[src/rtl/lsu_pfu_biu_pe_arb_pkg.sv]
// ============================================================================
// Module  : lsu_pfu_biu_pe_arb_pkg
// Purpose : Shared constants for the prefetch-to-BIU arbiter: source
//           encodings, pending-bit indices and default sizes.
// Revision: 1.0 - initial release
// ============================================================================
`default_nettype none

package lsu_pfu_biu_pe_arb_pkg;
  localparam int ENTRY_NUM_DEF = 8;
  localparam int PA_WIDTH_DEF  = 40;

  // Encoding of pfu_biu_pe_req_src
  localparam logic PFU_SRC_L1 = 1'b0;
  localparam logic PFU_SRC_L2 = 1'b1;

  // Bit positions inside a per-entry pending-source pair
  localparam int SRC_L1_BIT = 0;
  localparam int SRC_L2_BIT = 1;
  localparam int SRC_W      = 2;
endpackage

`default_nettype wire

[src/rtl/lsu_pfu_biu_pe_arb_if.sv]
// ============================================================================
// Module  : lsu_pfu_biu_pe_arb_if
// Purpose : Bundle of prefetch-entry request signals and the BIU handshake.
//           master = entries/BIU side, slave = arbiter.
// Revision: 1.0 - initial release
// ============================================================================
`default_nettype none

interface lsu_pfu_biu_pe_arb_if
  import lsu_pfu_biu_pe_arb_pkg::*;
#(
  parameter int ENTRY_NUM = ENTRY_NUM_DEF,
  parameter int PA_WIDTH  = PA_WIDTH_DEF
);
  logic                            pfu_dcache_pref_en;
  logic [ENTRY_NUM-1:0]            entry_pop_vld;
  logic [ENTRY_NUM-1:0]            entry_l1_biu_pe_req_set;
  logic [ENTRY_NUM-1:0]            entry_l2_biu_pe_req_set;
  logic [ENTRY_NUM*PA_WIDTH-1:0]   entry_l1_pf_addr;
  logic [ENTRY_NUM*PA_WIDTH-1:0]   entry_l2_pf_addr;
  logic [ENTRY_NUM-1:0]            entry_l1_page_sec;
  logic [ENTRY_NUM-1:0]            entry_l1_page_share;
  logic [ENTRY_NUM-1:0]            entry_l2_page_sec;
  logic [ENTRY_NUM-1:0]            entry_l2_page_share;
  logic                            biu_pfu_pe_req_grnt;

  logic [ENTRY_NUM-1:0]            entry_biu_pe_req;
  logic [ENTRY_NUM*SRC_W-1:0]      entry_biu_pe_req_src;
  logic [ENTRY_NUM-1:0]            entry_biu_pe_req_grnt;
  logic                            pfu_biu_pe_req_sel_l1;
  logic                            pfu_biu_pe_req;
  logic [PA_WIDTH-1:0]             pfu_biu_pe_req_addr;
  logic                            pfu_biu_pe_req_page_sec;
  logic                            pfu_biu_pe_req_page_share;
  logic                            pfu_biu_pe_req_src;

  modport master (
    output pfu_dcache_pref_en, entry_pop_vld, entry_l1_biu_pe_req_set,
           entry_l2_biu_pe_req_set, entry_l1_pf_addr, entry_l2_pf_addr,
           entry_l1_page_sec, entry_l1_page_share, entry_l2_page_sec,
           entry_l2_page_share, biu_pfu_pe_req_grnt,
    input  entry_biu_pe_req, entry_biu_pe_req_src, entry_biu_pe_req_grnt,
           pfu_biu_pe_req_sel_l1, pfu_biu_pe_req, pfu_biu_pe_req_addr,
           pfu_biu_pe_req_page_sec, pfu_biu_pe_req_page_share,
           pfu_biu_pe_req_src
  );

  modport slave (
    input  pfu_dcache_pref_en, entry_pop_vld, entry_l1_biu_pe_req_set,
           entry_l2_biu_pe_req_set, entry_l1_pf_addr, entry_l2_pf_addr,
           entry_l1_page_sec, entry_l1_page_share, entry_l2_page_sec,
           entry_l2_page_share, biu_pfu_pe_req_grnt,
    output entry_biu_pe_req, entry_biu_pe_req_src, entry_biu_pe_req_grnt,
           pfu_biu_pe_req_sel_l1, pfu_biu_pe_req, pfu_biu_pe_req_addr,
           pfu_biu_pe_req_page_sec, pfu_biu_pe_req_page_share,
           pfu_biu_pe_req_src
  );
endinterface

`default_nettype wire

[src/rtl/lsu_pfu_biu_pe_arb_rr_sel.sv]
// ============================================================================
// Module  : lsu_pfu_rr_sel
// Purpose : Round-robin find-first-set. Scans the request vector upward
//           starting at the pointer, wrapping from N-1 back to 0.
// Revision: 1.0 - initial release
// ============================================================================
`default_nettype none

module lsu_pfu_rr_sel
  import lsu_pfu_biu_pe_arb_pkg::*;
#(
  parameter int N = ENTRY_NUM_DEF,
  localparam int PW = (N > 1) ? $clog2(N) : 1
) (
  input  logic [N-1:0]  i_req,
  input  logic [PW-1:0] i_ptr,
  output logic [N-1:0]  o_grant,
  output logic          o_found
);
  localparam logic [PW:0] C_N = (PW+1)'(N);

  // Walk N positions from the pointer; the first requester seen wins
  always_comb begin
    logic [PW:0]   v_sum;
    logic [PW-1:0] v_idx;
    o_grant = '0;
    o_found = 1'b0;
    v_sum   = '0;
    v_idx   = '0;
    for (int k = 0; k < N; k++) begin
      v_sum = {1'b0, i_ptr} + (PW+1)'(k);
      if (v_sum >= C_N) v_sum = v_sum - C_N;
      v_idx = v_sum[PW-1:0];
      if (!o_found && i_req[v_idx]) begin
        o_grant[v_idx] = 1'b1;
        o_found        = 1'b1;
      end
    end
  end
endmodule

`default_nettype wire

[src/rtl/lsu_pfu_biu_pe_arb.sv]
// ============================================================================
// Module  : lsu_pfu_biu_pe_arb
// Purpose : Latches per-entry L1/L2 prefetch requests, picks one entry per
//           cycle round-robin (L1 before L2 inside an entry) and drives a
//           single registered request toward the BIU.
// Options : PFU_BIU_ARB_L2_EN - when defined, the L2 source is arbitrated;
//           otherwise L2 inputs are ignored and only L1 is served.
// Revision: 1.0 - initial release
// ============================================================================
`default_nettype none

module lsu_pfu_biu_pe_arb
  import lsu_pfu_biu_pe_arb_pkg::*;
#(
  parameter int ENTRY_NUM = ENTRY_NUM_DEF,
  parameter int PA_WIDTH  = PA_WIDTH_DEF
) (
  input  logic                 forever_cpuclk,
  input  logic                 cpurst_b,
  lsu_pfu_biu_pe_arb_if.slave  bus
);
  localparam int PW = (ENTRY_NUM > 1) ? $clog2(ENTRY_NUM) : 1;

  logic [ENTRY_NUM-1:0]       r_src_l1;
  logic [ENTRY_NUM-1:0]       w_src_l2;
  logic [ENTRY_NUM-1:0]       w_req;
  logic [ENTRY_NUM-1:0]       w_sel_oh;
  logic [ENTRY_NUM-1:0]       w_grnt_oh;
  logic [ENTRY_NUM*SRC_W-1:0] w_src_flat;
  logic                       w_found;
  logic                       w_slot_free;
  logic                       w_grant;
  logic                       w_win_l1;
  logic                       w_win_pop;
  logic [PW-1:0]              r_rr_ptr;
  logic [PW-1:0]              w_win;
  logic [PW-1:0]              w_ptr_nxt;
  logic [PA_WIDTH-1:0]        w_l1_addr [ENTRY_NUM];
  logic [PA_WIDTH-1:0]        w_sel_addr;
  logic                       w_sel_sec;
  logic                       w_sel_share;
  logic                       w_sel_src;
  logic                       r_req_vld;
  logic [PA_WIDTH-1:0]        r_req_addr;
  logic                       r_req_sec;
  logic                       r_req_share;
  logic                       r_req_src;

  for (genvar gi = 0; gi < ENTRY_NUM; gi++) begin : g_unpack_l1
    assign w_l1_addr[gi] = bus.entry_l1_pf_addr[gi*PA_WIDTH +: PA_WIDTH];
  end

  assign w_req = r_src_l1 | w_src_l2;

  lsu_pfu_rr_sel #(.N(ENTRY_NUM)) u_rr_sel (
    .i_req   (w_req),
    .i_ptr   (r_rr_ptr),
    .o_grant (w_sel_oh),
    .o_found (w_found)
  );

  // Convert the one-hot winner into an index
  always_comb begin
    w_win = '0;
    for (int i = 0; i < ENTRY_NUM; i++) begin
      if (w_sel_oh[i]) w_win = PW'(i);
    end
  end

  // A popping winner forfeits the cycle rather than passing to the next entry
  assign w_win_pop   = |(w_sel_oh & bus.entry_pop_vld);
  assign w_slot_free = !r_req_vld || bus.biu_pfu_pe_req_grnt;
  assign w_grant     = cpurst_b && bus.pfu_dcache_pref_en && w_slot_free &&
                       w_found && !w_win_pop;
  assign w_win_l1    = r_src_l1[w_win];
  assign w_grnt_oh   = w_grant ? w_sel_oh : '0;
  assign w_ptr_nxt   = (w_win == PW'(ENTRY_NUM-1)) ? '0 : w_win + PW'(1);

  // L1 pending bits: flush, pop, set, then grant-clear in priority order
  always_ff @(posedge forever_cpuclk) begin
    if (!cpurst_b || !bus.pfu_dcache_pref_en) begin
      r_src_l1 <= '0;
    end else begin
      for (int i = 0; i < ENTRY_NUM; i++) begin
        if (bus.entry_pop_vld[i])                r_src_l1[i] <= 1'b0;
        else if (bus.entry_l1_biu_pe_req_set[i]) r_src_l1[i] <= 1'b1;
        else if (w_grnt_oh[i] && w_win_l1)       r_src_l1[i] <= 1'b0;
      end
    end
  end

`ifdef PFU_BIU_ARB_L2_EN
  logic [ENTRY_NUM-1:0] r_src_l2;
  logic [PA_WIDTH-1:0]  w_l2_addr [ENTRY_NUM];

  for (genvar gj = 0; gj < ENTRY_NUM; gj++) begin : g_unpack_l2
    assign w_l2_addr[gj] = bus.entry_l2_pf_addr[gj*PA_WIDTH +: PA_WIDTH];
  end

  // L2 pending bits: same priority as L1, cleared only by an L2 grant
  always_ff @(posedge forever_cpuclk) begin
    if (!cpurst_b || !bus.pfu_dcache_pref_en) begin
      r_src_l2 <= '0;
    end else begin
      for (int i = 0; i < ENTRY_NUM; i++) begin
        if (bus.entry_pop_vld[i])                r_src_l2[i] <= 1'b0;
        else if (bus.entry_l2_biu_pe_req_set[i]) r_src_l2[i] <= 1'b1;
        else if (w_grnt_oh[i] && !w_win_l1)      r_src_l2[i] <= 1'b0;
      end
    end
  end

  assign w_src_l2 = r_src_l2;

  // L1 wins inside an entry; L2 is used only when L1 is idle
  always_comb begin
    w_sel_addr  = w_win_l1 ? w_l1_addr[w_win] : w_l2_addr[w_win];
    w_sel_sec   = w_win_l1 ? bus.entry_l1_page_sec[w_win]
                           : bus.entry_l2_page_sec[w_win];
    w_sel_share = w_win_l1 ? bus.entry_l1_page_share[w_win]
                           : bus.entry_l2_page_share[w_win];
    w_sel_src   = w_win_l1 ? PFU_SRC_L1 : PFU_SRC_L2;
  end

  assign bus.pfu_biu_pe_req_sel_l1 = w_grant && w_win_l1;
`else
  logic w_unused_l2;

  assign w_src_l2    = '0;
  assign w_unused_l2 = ^{bus.entry_l2_biu_pe_req_set, bus.entry_l2_pf_addr,
                         bus.entry_l2_page_sec, bus.entry_l2_page_share};

  // Only the L1 source exists in this build
  always_comb begin
    w_sel_addr  = w_l1_addr[w_win];
    w_sel_sec   = bus.entry_l1_page_sec[w_win];
    w_sel_share = bus.entry_l1_page_share[w_win];
    w_sel_src   = PFU_SRC_L1;
  end

  assign bus.pfu_biu_pe_req_sel_l1 = |w_grnt_oh;
`endif

  // Output slot: load on a grant, otherwise drop once the BIU accepts
  always_ff @(posedge forever_cpuclk) begin
    if (!cpurst_b) begin
      r_req_vld   <= 1'b0;
      r_req_addr  <= '0;
      r_req_sec   <= 1'b0;
      r_req_share <= 1'b0;
      r_req_src   <= 1'b0;
      r_rr_ptr    <= '0;
    end else if (w_grant) begin
      r_req_vld   <= 1'b1;
      r_req_addr  <= w_sel_addr;
      r_req_sec   <= w_sel_sec;
      r_req_share <= w_sel_share;
      r_req_src   <= w_sel_src;
      r_rr_ptr    <= w_ptr_nxt;
    end else if (bus.biu_pfu_pe_req_grnt) begin
      r_req_vld   <= 1'b0;
    end
  end

  // Pack the per-entry pending pairs as {L2, L1}
  always_comb begin
    w_src_flat = '0;
    for (int i = 0; i < ENTRY_NUM; i++) begin
      w_src_flat[SRC_W*i + SRC_L1_BIT] = r_src_l1[i];
      w_src_flat[SRC_W*i + SRC_L2_BIT] = w_src_l2[i];
    end
  end

  assign bus.entry_biu_pe_req          = w_req;
  assign bus.entry_biu_pe_req_src      = w_src_flat;
  assign bus.entry_biu_pe_req_grnt     = w_grnt_oh;
  assign bus.pfu_biu_pe_req            = r_req_vld;
  assign bus.pfu_biu_pe_req_addr       = r_req_addr;
  assign bus.pfu_biu_pe_req_page_sec   = r_req_sec;
  assign bus.pfu_biu_pe_req_page_share = r_req_share;
  assign bus.pfu_biu_pe_req_src        = r_req_src;
endmodule

`default_nettype wire
[src/flat_wrapper.sv]
// flat-port wrapper written by rule: the top's interface ports become plain ports
module lsu_pfu_biu_pe_arb_flat import lsu_pfu_biu_pe_arb_pkg::*;
#(
  parameter int ENTRY_NUM = ENTRY_NUM_DEF,
  parameter int PA_WIDTH  = PA_WIDTH_DEF
)
  (forever_cpuclk, cpurst_b, bus_pfu_dcache_pref_en, bus_entry_pop_vld, bus_entry_l1_biu_pe_req_set, bus_entry_l2_biu_pe_req_set, bus_entry_l1_pf_addr, bus_entry_l2_pf_addr, bus_entry_l1_page_sec, bus_entry_l1_page_share, bus_entry_l2_page_sec, bus_entry_l2_page_share, bus_biu_pfu_pe_req_grnt, bus_entry_biu_pe_req, bus_entry_biu_pe_req_src, bus_entry_biu_pe_req_grnt, bus_pfu_biu_pe_req_sel_l1, bus_pfu_biu_pe_req, bus_pfu_biu_pe_req_addr, bus_pfu_biu_pe_req_page_sec, bus_pfu_biu_pe_req_page_share, bus_pfu_biu_pe_req_src);
  lsu_pfu_biu_pe_arb_if #(.ENTRY_NUM(ENTRY_NUM), .PA_WIDTH(PA_WIDTH)) bus_i ();
  input  logic forever_cpuclk;
  input  logic cpurst_b;
  input wire logic [$bits(bus_i.pfu_dcache_pref_en)-1:0] bus_pfu_dcache_pref_en;
  input wire logic [$bits(bus_i.entry_pop_vld)-1:0] bus_entry_pop_vld;
  input wire logic [$bits(bus_i.entry_l1_biu_pe_req_set)-1:0] bus_entry_l1_biu_pe_req_set;
  input wire logic [$bits(bus_i.entry_l2_biu_pe_req_set)-1:0] bus_entry_l2_biu_pe_req_set;
  input wire logic [$bits(bus_i.entry_l1_pf_addr)-1:0] bus_entry_l1_pf_addr;
  input wire logic [$bits(bus_i.entry_l2_pf_addr)-1:0] bus_entry_l2_pf_addr;
  input wire logic [$bits(bus_i.entry_l1_page_sec)-1:0] bus_entry_l1_page_sec;
  input wire logic [$bits(bus_i.entry_l1_page_share)-1:0] bus_entry_l1_page_share;
  input wire logic [$bits(bus_i.entry_l2_page_sec)-1:0] bus_entry_l2_page_sec;
  input wire logic [$bits(bus_i.entry_l2_page_share)-1:0] bus_entry_l2_page_share;
  input wire logic [$bits(bus_i.biu_pfu_pe_req_grnt)-1:0] bus_biu_pfu_pe_req_grnt;
  output wire logic [$bits(bus_i.entry_biu_pe_req)-1:0] bus_entry_biu_pe_req;
  output wire logic [$bits(bus_i.entry_biu_pe_req_src)-1:0] bus_entry_biu_pe_req_src;
  output wire logic [$bits(bus_i.entry_biu_pe_req_grnt)-1:0] bus_entry_biu_pe_req_grnt;
  output wire logic [$bits(bus_i.pfu_biu_pe_req_sel_l1)-1:0] bus_pfu_biu_pe_req_sel_l1;
  output wire logic [$bits(bus_i.pfu_biu_pe_req)-1:0] bus_pfu_biu_pe_req;
  output wire logic [$bits(bus_i.pfu_biu_pe_req_addr)-1:0] bus_pfu_biu_pe_req_addr;
  output wire logic [$bits(bus_i.pfu_biu_pe_req_page_sec)-1:0] bus_pfu_biu_pe_req_page_sec;
  output wire logic [$bits(bus_i.pfu_biu_pe_req_page_share)-1:0] bus_pfu_biu_pe_req_page_share;
  output wire logic [$bits(bus_i.pfu_biu_pe_req_src)-1:0] bus_pfu_biu_pe_req_src;
  assign bus_i.pfu_dcache_pref_en = bus_pfu_dcache_pref_en;
  assign bus_i.entry_pop_vld = bus_entry_pop_vld;
  assign bus_i.entry_l1_biu_pe_req_set = bus_entry_l1_biu_pe_req_set;
  assign bus_i.entry_l2_biu_pe_req_set = bus_entry_l2_biu_pe_req_set;
  assign bus_i.entry_l1_pf_addr = bus_entry_l1_pf_addr;
  assign bus_i.entry_l2_pf_addr = bus_entry_l2_pf_addr;
  assign bus_i.entry_l1_page_sec = bus_entry_l1_page_sec;
  assign bus_i.entry_l1_page_share = bus_entry_l1_page_share;
  assign bus_i.entry_l2_page_sec = bus_entry_l2_page_sec;
  assign bus_i.entry_l2_page_share = bus_entry_l2_page_share;
  assign bus_i.biu_pfu_pe_req_grnt = bus_biu_pfu_pe_req_grnt;
  assign bus_entry_biu_pe_req = bus_i.entry_biu_pe_req;
  assign bus_entry_biu_pe_req_src = bus_i.entry_biu_pe_req_src;
  assign bus_entry_biu_pe_req_grnt = bus_i.entry_biu_pe_req_grnt;
  assign bus_pfu_biu_pe_req_sel_l1 = bus_i.pfu_biu_pe_req_sel_l1;
  assign bus_pfu_biu_pe_req = bus_i.pfu_biu_pe_req;
  assign bus_pfu_biu_pe_req_addr = bus_i.pfu_biu_pe_req_addr;
  assign bus_pfu_biu_pe_req_page_sec = bus_i.pfu_biu_pe_req_page_sec;
  assign bus_pfu_biu_pe_req_page_share = bus_i.pfu_biu_pe_req_page_share;
  assign bus_pfu_biu_pe_req_src = bus_i.pfu_biu_pe_req_src;
  lsu_pfu_biu_pe_arb #(.ENTRY_NUM(ENTRY_NUM), .PA_WIDTH(PA_WIDTH)) u_core (.forever_cpuclk(forever_cpuclk), .cpurst_b(cpurst_b), .bus(bus_i));
endmodule
[config.mk]
export PLATFORM = sky130hd
export DESIGN_NAME = lsu_pfu_biu_pe_arb_flat
export DESIGN_NICKNAME = d
export VERILOG_FILES = /design/src/rtl/lsu_pfu_biu_pe_arb_pkg.sv /design/src/rtl/lsu_pfu_biu_pe_arb_if.sv /design/src/rtl/lsu_pfu_biu_pe_arb_rr_sel.sv /design/src/rtl/lsu_pfu_biu_pe_arb.sv /design/src/flat_wrapper.sv
export SDC_FILE = /design/constraint.sdc
export NUM_CORES = 1
export LEC_CHECK = 0
export CAP_MARGIN = 25
export CORE_AREA = 2 2 299 301
export CTS_CLUSTER_SIZE = 14
export DETAILED_ROUTE_END_ITERATION = 10
export DIE_AREA = 0 0 301 303
export PLACE_DENSITY = 0.3
export REMOVE_ABC_BUFFERS = 1
export SYNTH_ARGS = -nofsm -noshare
export SYNTH_HDL_FRONTEND = slang
export SYNTH_HIERARCHICAL = 1
export SYNTH_SLANG_ARGS = --single-unit
[constraint.sdc]
create_clock -name forever_cpuclk -period 6.6 [get_ports forever_cpuclk]
set_input_delay 1.98 -clock forever_cpuclk [delete_from_list [all_inputs] [get_ports forever_cpuclk]]
set_output_delay 1.98 -clock forever_cpuclk [all_outputs]
set_load 0.1 [all_outputs]
### Word-level counts from Yosys, hierarchy flattened

Index checks and enable logic that the tools add are counted.

| storage, ports and cells | value |
|---|---|
| bits in registers | 54 |
| input bits | 700 |
| output and inout bits | 77 |
| word-level logic and storage cells | 216 |

| cells by class | value |
|---|---|
| $add $sub $neg | 16 |
| order comparisons | 26 |
| eq/ne operators | 1 |
| multiplexer cells | 92 |
| bitwise gates (word level) | 9 |
| reduce and logical (&&, ||, !) cells | 59 |

Operators with widths:

| cell | number |
|---|---|
| binary-select mux 40 bit (select 3 bit) | 1 |
| 2-to-1 mux 40 bit | 2 |
| 2-to-1 mux 8 bit | 9 |
| OR 8 bit | 7 |
| 2-to-1 mux 1 bit | 46 |
| 2-to-1 mux 3 bit | 15 |
| less-than comparator 3 x 4 -> 1 bit (second input constant) | 9 |
| binary-select mux 1 bit (select 3 bit) | 11 |
| greater-or-equal comparator 4 bit (second input constant) | 8 |
| logical AND 1 bit | 27 |
| demux 1 bit (select 3 bit) | 8 |
| greater-or-equal comparator 3 x 1 -> 1 bit (second input constant) | 8 |
| subtractor 3 x 1 -> 3 bit (second input constant) | 8 |
| nonzero test 2 bit | 9 |
| adder 3 x 3 -> 4 bit (second input constant) | 4 |
| OR reduction 2 bit | 8 |
| OR reduction 8 bit | 2 |
| logical NOT 1 bit | 11 |
| adder 3 x 2 -> 4 bit (second input constant) | 2 |
| bitwise AND 8 bit | 1 |
| adder 3 x 1 -> 4 bit (second input constant) | 1 |
| greater-or-equal comparator 3 x 4 -> 1 bit (second input constant) | 1 |
| inverter 3 -> 4 bit | 1 |
| adder 3 x 1 -> 3 bit (second input constant) | 1 |
| 2 further kinds | 3 |

### Logic depth before layout (Yosys ltp)

Gate-level depths: netlist (run 1).

| depth | value |
|---|---|
| word-level depth | 38 |
| gate-level depth with buffers | 19 |
| depth with buffers taken out | 15 |

### Cells and area by module

Netlist (run 1), hierarchy kept.

By module, submodules not included:

| module | instances | cells each | area each (sq um) | seq. area each (sq um) |
|---|---|---|---|---|
| lsu_pfu_biu_pe_arb | 1 | 358 | 4,474.3 | 1,081.0 |
| lsu_pfu_rr_sel | 1 | 130 | 1,139.8 | 0.0 |

### Least setup slack after synthesis (run 1)

OpenSTA, ideal clock, no wires.

| timing path | value |
|---|---|
| kind | register -> output |
| start point | reg u_core.r_rr_ptr[0] |
| end point | out bus_pfu_biu_pe_req_sel_l1 |
| arrival time | 4,775 ps |
| required time | 4,620 ps |
| setup slack | -155 ps |
| cell stages (with the launch flop) | 14 |
| path buffers | 3 |
| cells stage by stage | dfxtp_1 buf_6 clkinv_1 ha_1 clkbuf_1 mux4_2 a32oi_4 buf_6 a21oi_1 a221oi_2 mux2i_1 a222oi_1 nand3_1 nor2_1 |

| on the way | value |
|---|---|
| cells in the longest elaborated chain, start to end | 32 |

RTL lines:

| item | line | text |
|---|---|---|
| start: declaration | lsu_pfu_biu_pe_arb.sv:35 | `logic [PW-1:0] r_rr_ptr;` |
| start signal: assignment | lsu_pfu_biu_pe_arb.sv:159 | `r_rr_ptr <= w_ptr_nxt;` |
| parallel branches: the longest is 25 deep, another holds adder 3 x 1 -> 4 bit | n/a |  |
| 2-to-1 mux 8 bit (*) | lsu_pfu_biu_pe_arb_rr_sel.sv:34 | `if (!o_found && i_req[v_idx]) begin` |
| named net u_core.w_sel_oh[6] | lsu_pfu_biu_pe_arb.sv:27 | `logic [ENTRY_NUM-1:0] w_sel_oh;` |
| bitwise AND 8 bit | lsu_pfu_biu_pe_arb.sv:71 | `assign w_win_pop = \|(w_sel_oh & bus.entry_pop_vld);` |
| OR reduction 8 bit | lsu_pfu_biu_pe_arb.sv:71 |  |
| logical NOT 1 bit | lsu_pfu_biu_pe_arb.sv:74 | `w_found && !w_win_pop;` |
| logical AND 1 bit | lsu_pfu_biu_pe_arb.sv:74 |  |
| 2-to-1 mux 8 bit (*) | lsu_pfu_biu_pe_arb.sv:76 | `assign w_grnt_oh = w_grant ? w_sel_oh : '0;` |
| OR reduction 8 bit (*) | lsu_pfu_biu_pe_arb.sv:141 | `assign bus.pfu_biu_pe_req_sel_l1 = \|w_grnt_oh;` |
| end: declaration | flat_wrapper.sv:25 | `output wire logic [$bits(bus_i.pfu_biu_pe_req_sel_l1)-1:0] bus_pfu_biu_pe_req_sel_l1;` |

Mark *: on every way through the listed nets, which the timed path passes. The select of a mux whose other input is x is not followed.

### Worst setup path in the final report (run 1)

Ends and elaborated chain as after synthesis.

==> flow_metrics.py, run 1 <==
metrics = {
    "routing": {
        "drt_iter0_drc": 518,
        "ant_nets": 0,
        "routed_wirelength_mm": 38.54,
        "drtPass1Iterations": 5,
        "vias": 6257,
        "wl_per_cell_um": 18.51,
        "vias_per_cell": 3.005,
        "drc_errors": 0,
    },
    "global_routing": {
        "grt_max_degree": 34,
        "overflow": 0,
        "grt_pass1_vias": 6770,
        "track_usage_pct": 8.194,
        "grt_pass1_wl_mm": 52.18,
        "antenna_found_initial": 1,
    },
    "placement": {
        "place_inst": 2068,
        "place.gp.congestion": 0.7650,
        "portBuffers": 423,
        "pre_cts_slack_ps": 322.4,
        "hpwl_mm": 32.28,
    },
    "sta": {
        "min_period_over_period_pct": 95.34,
        "final_hold_viol_count": 0,
        "drv_slew": 0,
        "setup_ws_ps": 307.2,
        "rsz0062_at_grt": "no",
        "max_freq_ghz": 0.1589,
        "relSlewSlack_pct": 28.34,
        "fin_crit_ps": 6293,
        "worst_pin_slew_ps": 1072,
        "tns_ps": 0,
        "whs_ps": 477.9,
        "clock_skew_ps": 11.88,
        "setup_viol": 0,
    },
    "synth": {
        "yosysWarnings": 6,
        "synth-async-reset-ratio_pct": 0,
        "synth_edf_count": 0,
        "synthesis.area_um2": 5614,
        "yosysSeqAreaShare_pct": 19.26,
        "synth_flop_cell": "dfxtp_1",
        "synth-seq-cells": 54,
        "synth_area_per_cell_um2": 11.50,
        "yosysUniqueCellTypes": 70,
        "netlist_instances": 488,
    },
    "worst_setup_path": {
        "path_cells": "buf_6 > clkinv_1 > ha_1 > buf_6 > mux4_2 > o2111ai_4 > nor2_1 > a41oi_2 > a311oi_1 > buf_4 > nor4_2 > nand2_1 > nor3_1 > nor2_1 > buf_12",
        "regToRegEndpoint": "u_core/bus.entry_biu_pe_req[0]",
        "critPathArrivalTime_ps": 4310,
        "slowest_delay_ps": 510,
        "startpoint": "u_core/r_rr_ptr[0]",
        "reg2reg_slack_ps": 1370,
        "path_class": "reg2out",
        "critical_path_buf_inv_count": 5,
        "crit_end": "bus_pfu_biu_pe_req_sel_l1",
        "crit_required_ps": 4620,
        "crit_slowest_cell": "a311oi_1",
        "crit_path_start_kind": "flop",
        "cpLargestDelayFamily": "buffers and inverters",
        "rr_startpoint": "u_core/r_rr_ptr[0]",
        "rr_worst_depth": 17,
        "path_depth": 15,
        "path_max_fanout": 18,
        "worst_setup_path_end_kind": "output pin",
    },
    "die": {
        "io_pins": 777,
        "dieArea_um2": 91200,
        "coreArea_um2": 87970,
        "dieWidth_um": 301,
        "start_util_pct": 6.382,
        "die_h_um": 303,
        "num_rows": 109,
    },
    "clocking": {
        "clock-root-buffer": "clkbuf_16",
        "tritoncts": "yes",
        "cts_buffer_depth": 2,
        "path_clk_slew_ps": 90,
        "cts_buffers": 5,
        "htreeDepth": 2,
        "insertion_delay_ps": 340,
        "cts_sinks": 54,
    },
    "power": {
        "power_switching_share_pct": 53.72,
        "seqPwrFrac_pct": 12.3,
        "leakage_nw": 4.031,
        "p_comb_share_pct": 80.0,
        "p_int_w": 0.001927,
        "ir_drop_mv": 0.1219,
        "total_power_w": 0.004164,
        "clkPwrFrac_pct": 7.7,
        "power.density_nw_per_um2": 353.9,
        "power.switching_w": 0.002237,
    },
    "layout": {
        "final_cell_count_no_fill": 2082,
        "synthToLayoutAreaGrowth_pct": 109.6,
        "drive_above_1_share_pct": 22.93,
        "layout_common_cells": "clkdlybuf4s50_1 (403), mux4_2 (91), dfxtp_1 (53)",
        "n_fill_cell": 9954,
        "final_common_cell": "clkdlybuf4s50_1",
        "fin_nets": 1622,
    },
    "worst_hold_path": {
        "holdCritPathClass": "reg2reg",
    },
    "job": {
        "drv_cap": 0,
    },
    "status": {
        "status": "finished, final reports clean",
    },
}
## state kept, by name, summed over array words and instances, names as in the netlist
register,flops
u_core/bus.pfu_biu_pe_req_page_share,1
u_core/bus.pfu_biu_pe_req,1
u_core/bus.entry_biu_pe_req,8
u_core/bus.pfu_biu_pe_req_page_sec,1
u_core/bus.pfu_biu_pe_req_addr,40
u_core/r_rr_ptr,3
## how the worst min path moves through the flow
stage | from | cells after the start | end
after floorplan | u_core/r_rr_ptr[1] | 2 | u_core/r_rr_ptr[1]
after global placement | u_core/bus.pfu_biu_pe_req_addr[39] | 2 | u_core/bus.pfu_biu_pe_req_addr[39]
after detailed placement | u_core/bus.pfu_biu_pe_req_addr[39] | 2 | u_core/bus.pfu_biu_pe_req_addr[39]
after CTS | u_core/bus.pfu_biu_pe_req_addr[39] | 2 | u_core/bus.pfu_biu_pe_req_addr[39]
after global routing | u_core/bus.pfu_biu_pe_req_addr[39] | 2 | u_core/bus.pfu_biu_pe_req_addr[39]
final | u_core/bus.pfu_biu_pe_req_addr[39] | 2 | u_core/bus.pfu_biu_pe_req_addr[39]
## per-stage QoR
step | cell area (um^2) | util, %
floorplan | 5266 | -
global placement | 11400 | 12.96
detailed placement | 11540 | 13.12
CTS | 11720 | 13.33
global route | 11760 | 13.37
finish | 11770 | 13.37
## cell type report
cell class	instances	area, um^2	area share [%]
repair buffers	472	4835	41.09
multi-input cells	331	4046	34.39
well taps	1165	1458	12.39
flip-flops and latches	54	1082	9.199
inverters	51	191.4	1.627
clock buffers	5	125.1	1.063
clock inverters	3	25.02	0.2127
diodes	1	2.502	0.02127
## cells by family (layout without fill, tap and decap cells)
group / after synthesis / in the layout / synth area share [%]
AOI/OAI and AO/OA: 96 / 96 / 17.23
xor gates and xnor gates: 5 / 5 / 0.9139
adders and majority gates: 7 / 7 / 1.560
buffers and inverters: 111 / 531 / 10.14
DFF: 54 / 54 / 19.26
muxes: 111 / 111 / 41.01
other: 1 / 10 / 0.06680
and+or+nand+nor: 103 / 103 / 9.829
## power by group through the flow
stage | combinational, W | sequential, W | clock, W
after global placement | 0.00334 | 0.000518 | 0
after global routing | 0.00357 | 0.000529 | 0.000373
final | 0.00333 | 0.000510 | 0.000321
after CTS | 0.00342 | 0.000514 | 0.000367
after floorplan | 0.00144 | 0.00129 | 0
after detailed placement | 0.00341 | 0.000520 | 0
## per-layer routing
metal	vias up	GRT usage [%]	wire, um
met3	12	2.442	3176
met5	-	0	0
met4	0	1.528	374
met1	3056	10.40	16340
li1	2853	-	-
met2	336	13.77	18650
## Yosys cell counts, drive strengths merged, types with 4 or more instances
library cell  instances  share of area, %
nand2                22               1.5
clkbuf               12              0.80
ha                    7               1.6
mux2i                12               2.4
nor3                  7              0.91
mux2                  6               1.2
dfxtp                54                19
buf                  48               5.9
inv                  49               3.3
a221oi                4              0.85
a21oi                 9              0.87
a31oi                 4              0.45
nand4                 9               1.0
nor2b                11               1.2
and2                  7              0.78
a222oi               43               7.7
nor2                 23               1.5
mux4                 93                37
nand3                 8              0.71
a2111oi               7               2.1
o21ai                 4              0.36
## worst reg2reg max path: stages (launching register included)
cell and delay [ps]:
dfxtp_1 330, buf_6 210, clkinv_1 150, ha_1 350
buf_6 180, mux4_2 450, o2111ai_4 210, nor2_1 350
a41oi_2 230, a311oi_1 510, buf_4 290, nor3b_2 80
nor3_4 250, buf_4 370, mux2i_1 250, o21ai_1 90
o31a_4 460, a2111oi_2 380
## what timing repair did
| item | CTS | global route |
|---|---|---|
| endpoints found under the setup margin | 3 | 8 |
| resized for setup | 3 | 6 |
| pin swaps | 2 | 1 |
| cloned | 0 | 0 |
| hold buffers | 0 | 0 |
| setup buffers | 3 | 2 |
| endpoints found under the hold margin | 0 | 0 |
Power figures use the tool's default switching activity.
==> run 2, diff against run 1 <==
- CELL_PAD_IN_SITES_DETAIL_PLACEMENT: default -> 0
- CELL_PAD_IN_SITES_GLOBAL_PLACEMENT: default -> 2
- CORE_AREA: 2 2 299 301 -> 2 2 303 305
- DIE_AREA: 0 0 301 303 -> 0 0 305 307
- PLACE_DENSITY: 0.3 -> 0.46
==> flow_metrics.py, run 2 (same netlist as run 1, synthesis figures left out) <==
metrics = {
    "worst_setup_path": {
        "path_cells": "clkinv_1 > ha_1 > buf_4 > mux4_2 > o2111ai_4 > nor2_1 > a41oi_2 > a311oi_2 > a22o_1 > nor3_1 > and3_2 > nand2_1 > inv_1 > buf_12",
        "crit_slowest_cell": "mux4_2",
        "crit_required_ps": 4620,
        "slowest_delay_ps": 640,
        "regToRegEndpoint": "u_core/bus.pfu_biu_pe_req_addr[24]",
        "reg2reg_slack_ps": 1420,
        "rr_startpoint": "u_core/r_rr_ptr[0]",
        "rr_worst_depth": 14,
        "critPathArrivalTime_ps": 4360,
        "path_class": "reg2out",
        "crit_path_start_kind": "flop",
        "path_max_fanout": 18,
        "worst_setup_path_end_kind": "output pin",
        "cpLargestDelayFamily": "compound AO/OA/AOI/OAI gates",
        "critical_path_buf_inv_count": 4,
    },
    "power": {
        "seqPwrFrac_pct": 12.1,
        "power.density_nw_per_um2": 357.8,
        "total_power_w": 0.004238,
        "ir_drop_mv": 0.2146,
        "power_switching_share_pct": 53.23,
        "p_comb_share_pct": 79.4,
        "clkPwrFrac_pct": 8.5,
        "leakage_nw": 4.062,
        "p_int_w": 0.001982,
        "power.switching_w": 0.002256,
    },
    "clocking": {
        "htreeDepth": 2,
        "path_clk_slew_ps": 90,
        "insertion_delay_ps": 340,
        "clock-root-buffer": "clkbuf_16",
        "tritoncts": "yes",
        "cts_sinks": 54,
        "postCtsHoldBufs": 0,
        "cts_buffers": 5,
        "cts_buffer_depth": 2,
    },
    "placement": {
        "place.gp.congestion": 0.7827,
        "portBuffers": 423,
        "pre_cts_slack_ps": 151.2,
        "placed_cell_area_um2": 11590,
        "hpwl_mm": 33.47,
    },
    "routing": {
        "vias_per_cell": 3.060,
        "vias": 6441,
        "wl_per_cell_um": 19.00,
        "routed_wirelength_mm": 39.99,
        "drt_iter0_drc": 452,
        "drc_errors": 0,
        "drtPass1Iterations": 5,
        "ant_nets": 0,
    },
    "layout": {
        "final_common_cell": "clkdlybuf4s50_1",
        "synthToLayoutAreaGrowth_pct": 111.0,
        "diodes": 0,
        "drive_above_1_share_pct": 23.18,
        "fin_area_um2": 11850,
        "layout_common_cells": "clkdlybuf4s50_1 (404), mux4_2 (91), dfxtp_1 (53)",
        "largest_reg_flops": 40,
        "fin_nets": 1625,
        "final_core_util_pct": 13.06,
    },
    "die": {
        "num_rows": 111,
        "die_h_um": 307,
        "start_util_pct": 6.190,
        "coreArea_um2": 90690,
        "dieWidth_um": 305,
        "io_pins": 777,
        "dieArea_um2": 93640,
    },
    "sta": {
        "max_freq_ghz": 0.1578,
        "min_period_over_period_pct": 96.00,
        "setup_viol": 0,
        "final_hold_viol_count": 0,
        "worst_pin_slew_ps": 1094,
        "relSlewSlack_pct": 26.83,
        "fin_crit_ps": 6336,
        "clock_skew_ps": 13.80,
        "setup_ws_ps": 264.3,
        "whs_ps": 491.4,
        "rsz0062_at_grt": "no",
        "drv_slew": 0,
    },
    "worst_hold_path": {
        "min_to": "u_core/bus.pfu_biu_pe_req_addr[39]",
        "worstHoldStart": "u_core/bus.pfu_biu_pe_req_addr[39]",
        "holdCritPathClass": "reg2reg",
        "hold_depth": 2,
    },
    "global_routing": {
        "grt_pass1_wl_mm": 54.64,
        "antenna_found_initial": 3,
        "overflow": 0,
        "grt_pass1_vias": 6925,
        "grt_max_degree": 36,
        "track_usage_pct": 8.244,
    },
    "status": {
        "status": "finished, final reports clean",
    },
    "job": {
        "drv_cap": 0,
    },
}
run 2: cell count changes in the layout (fill, tap and decap cells not counted), sizes merged:
| cell | previous run | this run |
|---|---|---|
| clkinv | 3 | 2 |
| buf | 69 | 71 |
| bufinv | 0 | 1 |
| clkdlybuf4s50 | 403 | 404 |
| diode | 1 | 0 |
run 2: repair_timing:
| action | 4_1_cts | 5_1_grt |
|---|---|---|
| pin swaps | 1 | 3 |
| resized for setup | 3 | 5 |
| buffers inserted | 3 | 2 |
| endpoints found under the setup margin | 9 | 7 |
run 2: metrics by stage:
stage                     std cells  TNS (ps)
final                          2105         0
after detailed placement       2092         0
after global routing           2105         0
after floorplan                 436    -57980
after CTS                      2103         0
after global placement         2086         0
run 2: worst max-delay path by stage:
stage	start	to	slack, ps	cells past startpoint
after floorplan	u_core/r_rr_ptr[0]	u_core/bus.pfu_biu_pe_req_addr[39]	-1170	12
after global placement	u_core/r_rr_ptr[0]	bus_entry_biu_pe_req_grnt[7]	150	14
after detailed placement	u_core/r_rr_ptr[0]	bus_entry_biu_pe_req_grnt[7]	150	14
after CTS	u_core/r_rr_ptr[0]	bus_entry_biu_pe_req_grnt[7]	2	13
after global routing	u_core/r_rr_ptr[1]	bus_entry_biu_pe_req_grnt[7]	10	14
final	u_core/r_rr_ptr[0]	bus_entry_biu_pe_req_grnt[7]	260	14
run 2: cell type report:
cell class | count | area [um^2]
Multi-Input combinational cell | 331 | 4055
Clock inverter | 3 | 48.80
Inverter | 51 | 191.4
Fill cell | 10214 | 78850
Sequential cell | 54 | 1085
Clock buffer | 5 | 125.1
Tap cell | 1186 | 1484
Timing Repair Buffer | 475 | 4856
run 2: per-layer routing:
metal	vias up	GRT usage (%)	wire [um]
li1	2864	-	-
met1	3199	10.30	16770
met2	354	13.86	19220
met3	20	2.757	3586
met4	4	1.416	386
met5	-	0	23
run 2: power by group through the flow:
stage          combinational, W  sequential [W]  clock, W
2_1_floorplan           0.00144         0.00129         0
3_3_place_gp            0.00336        0.000522         0
3_5_place_dp            0.00343        0.000521         0
4_1_cts                 0.00344        0.000517  0.000399
5_1_grt                 0.00358        0.000527  0.000401
6_report                0.00336        0.000514  0.000361
run 2: worst reg2reg max path, cell delays in order, from the launching register on:
cell and delay [ps]:
dfxtp_4 440, buf_4 310, mux4_1 690, mux2i_4 340, o2111ai_4 280, nor3_2 380, nand2_1 130, a41oi_1 350
buf_4 210, nor2_1 70, o31ai_1 730, nor2_4 290, buf_4 370, a222oi_1 390, inv_1 70
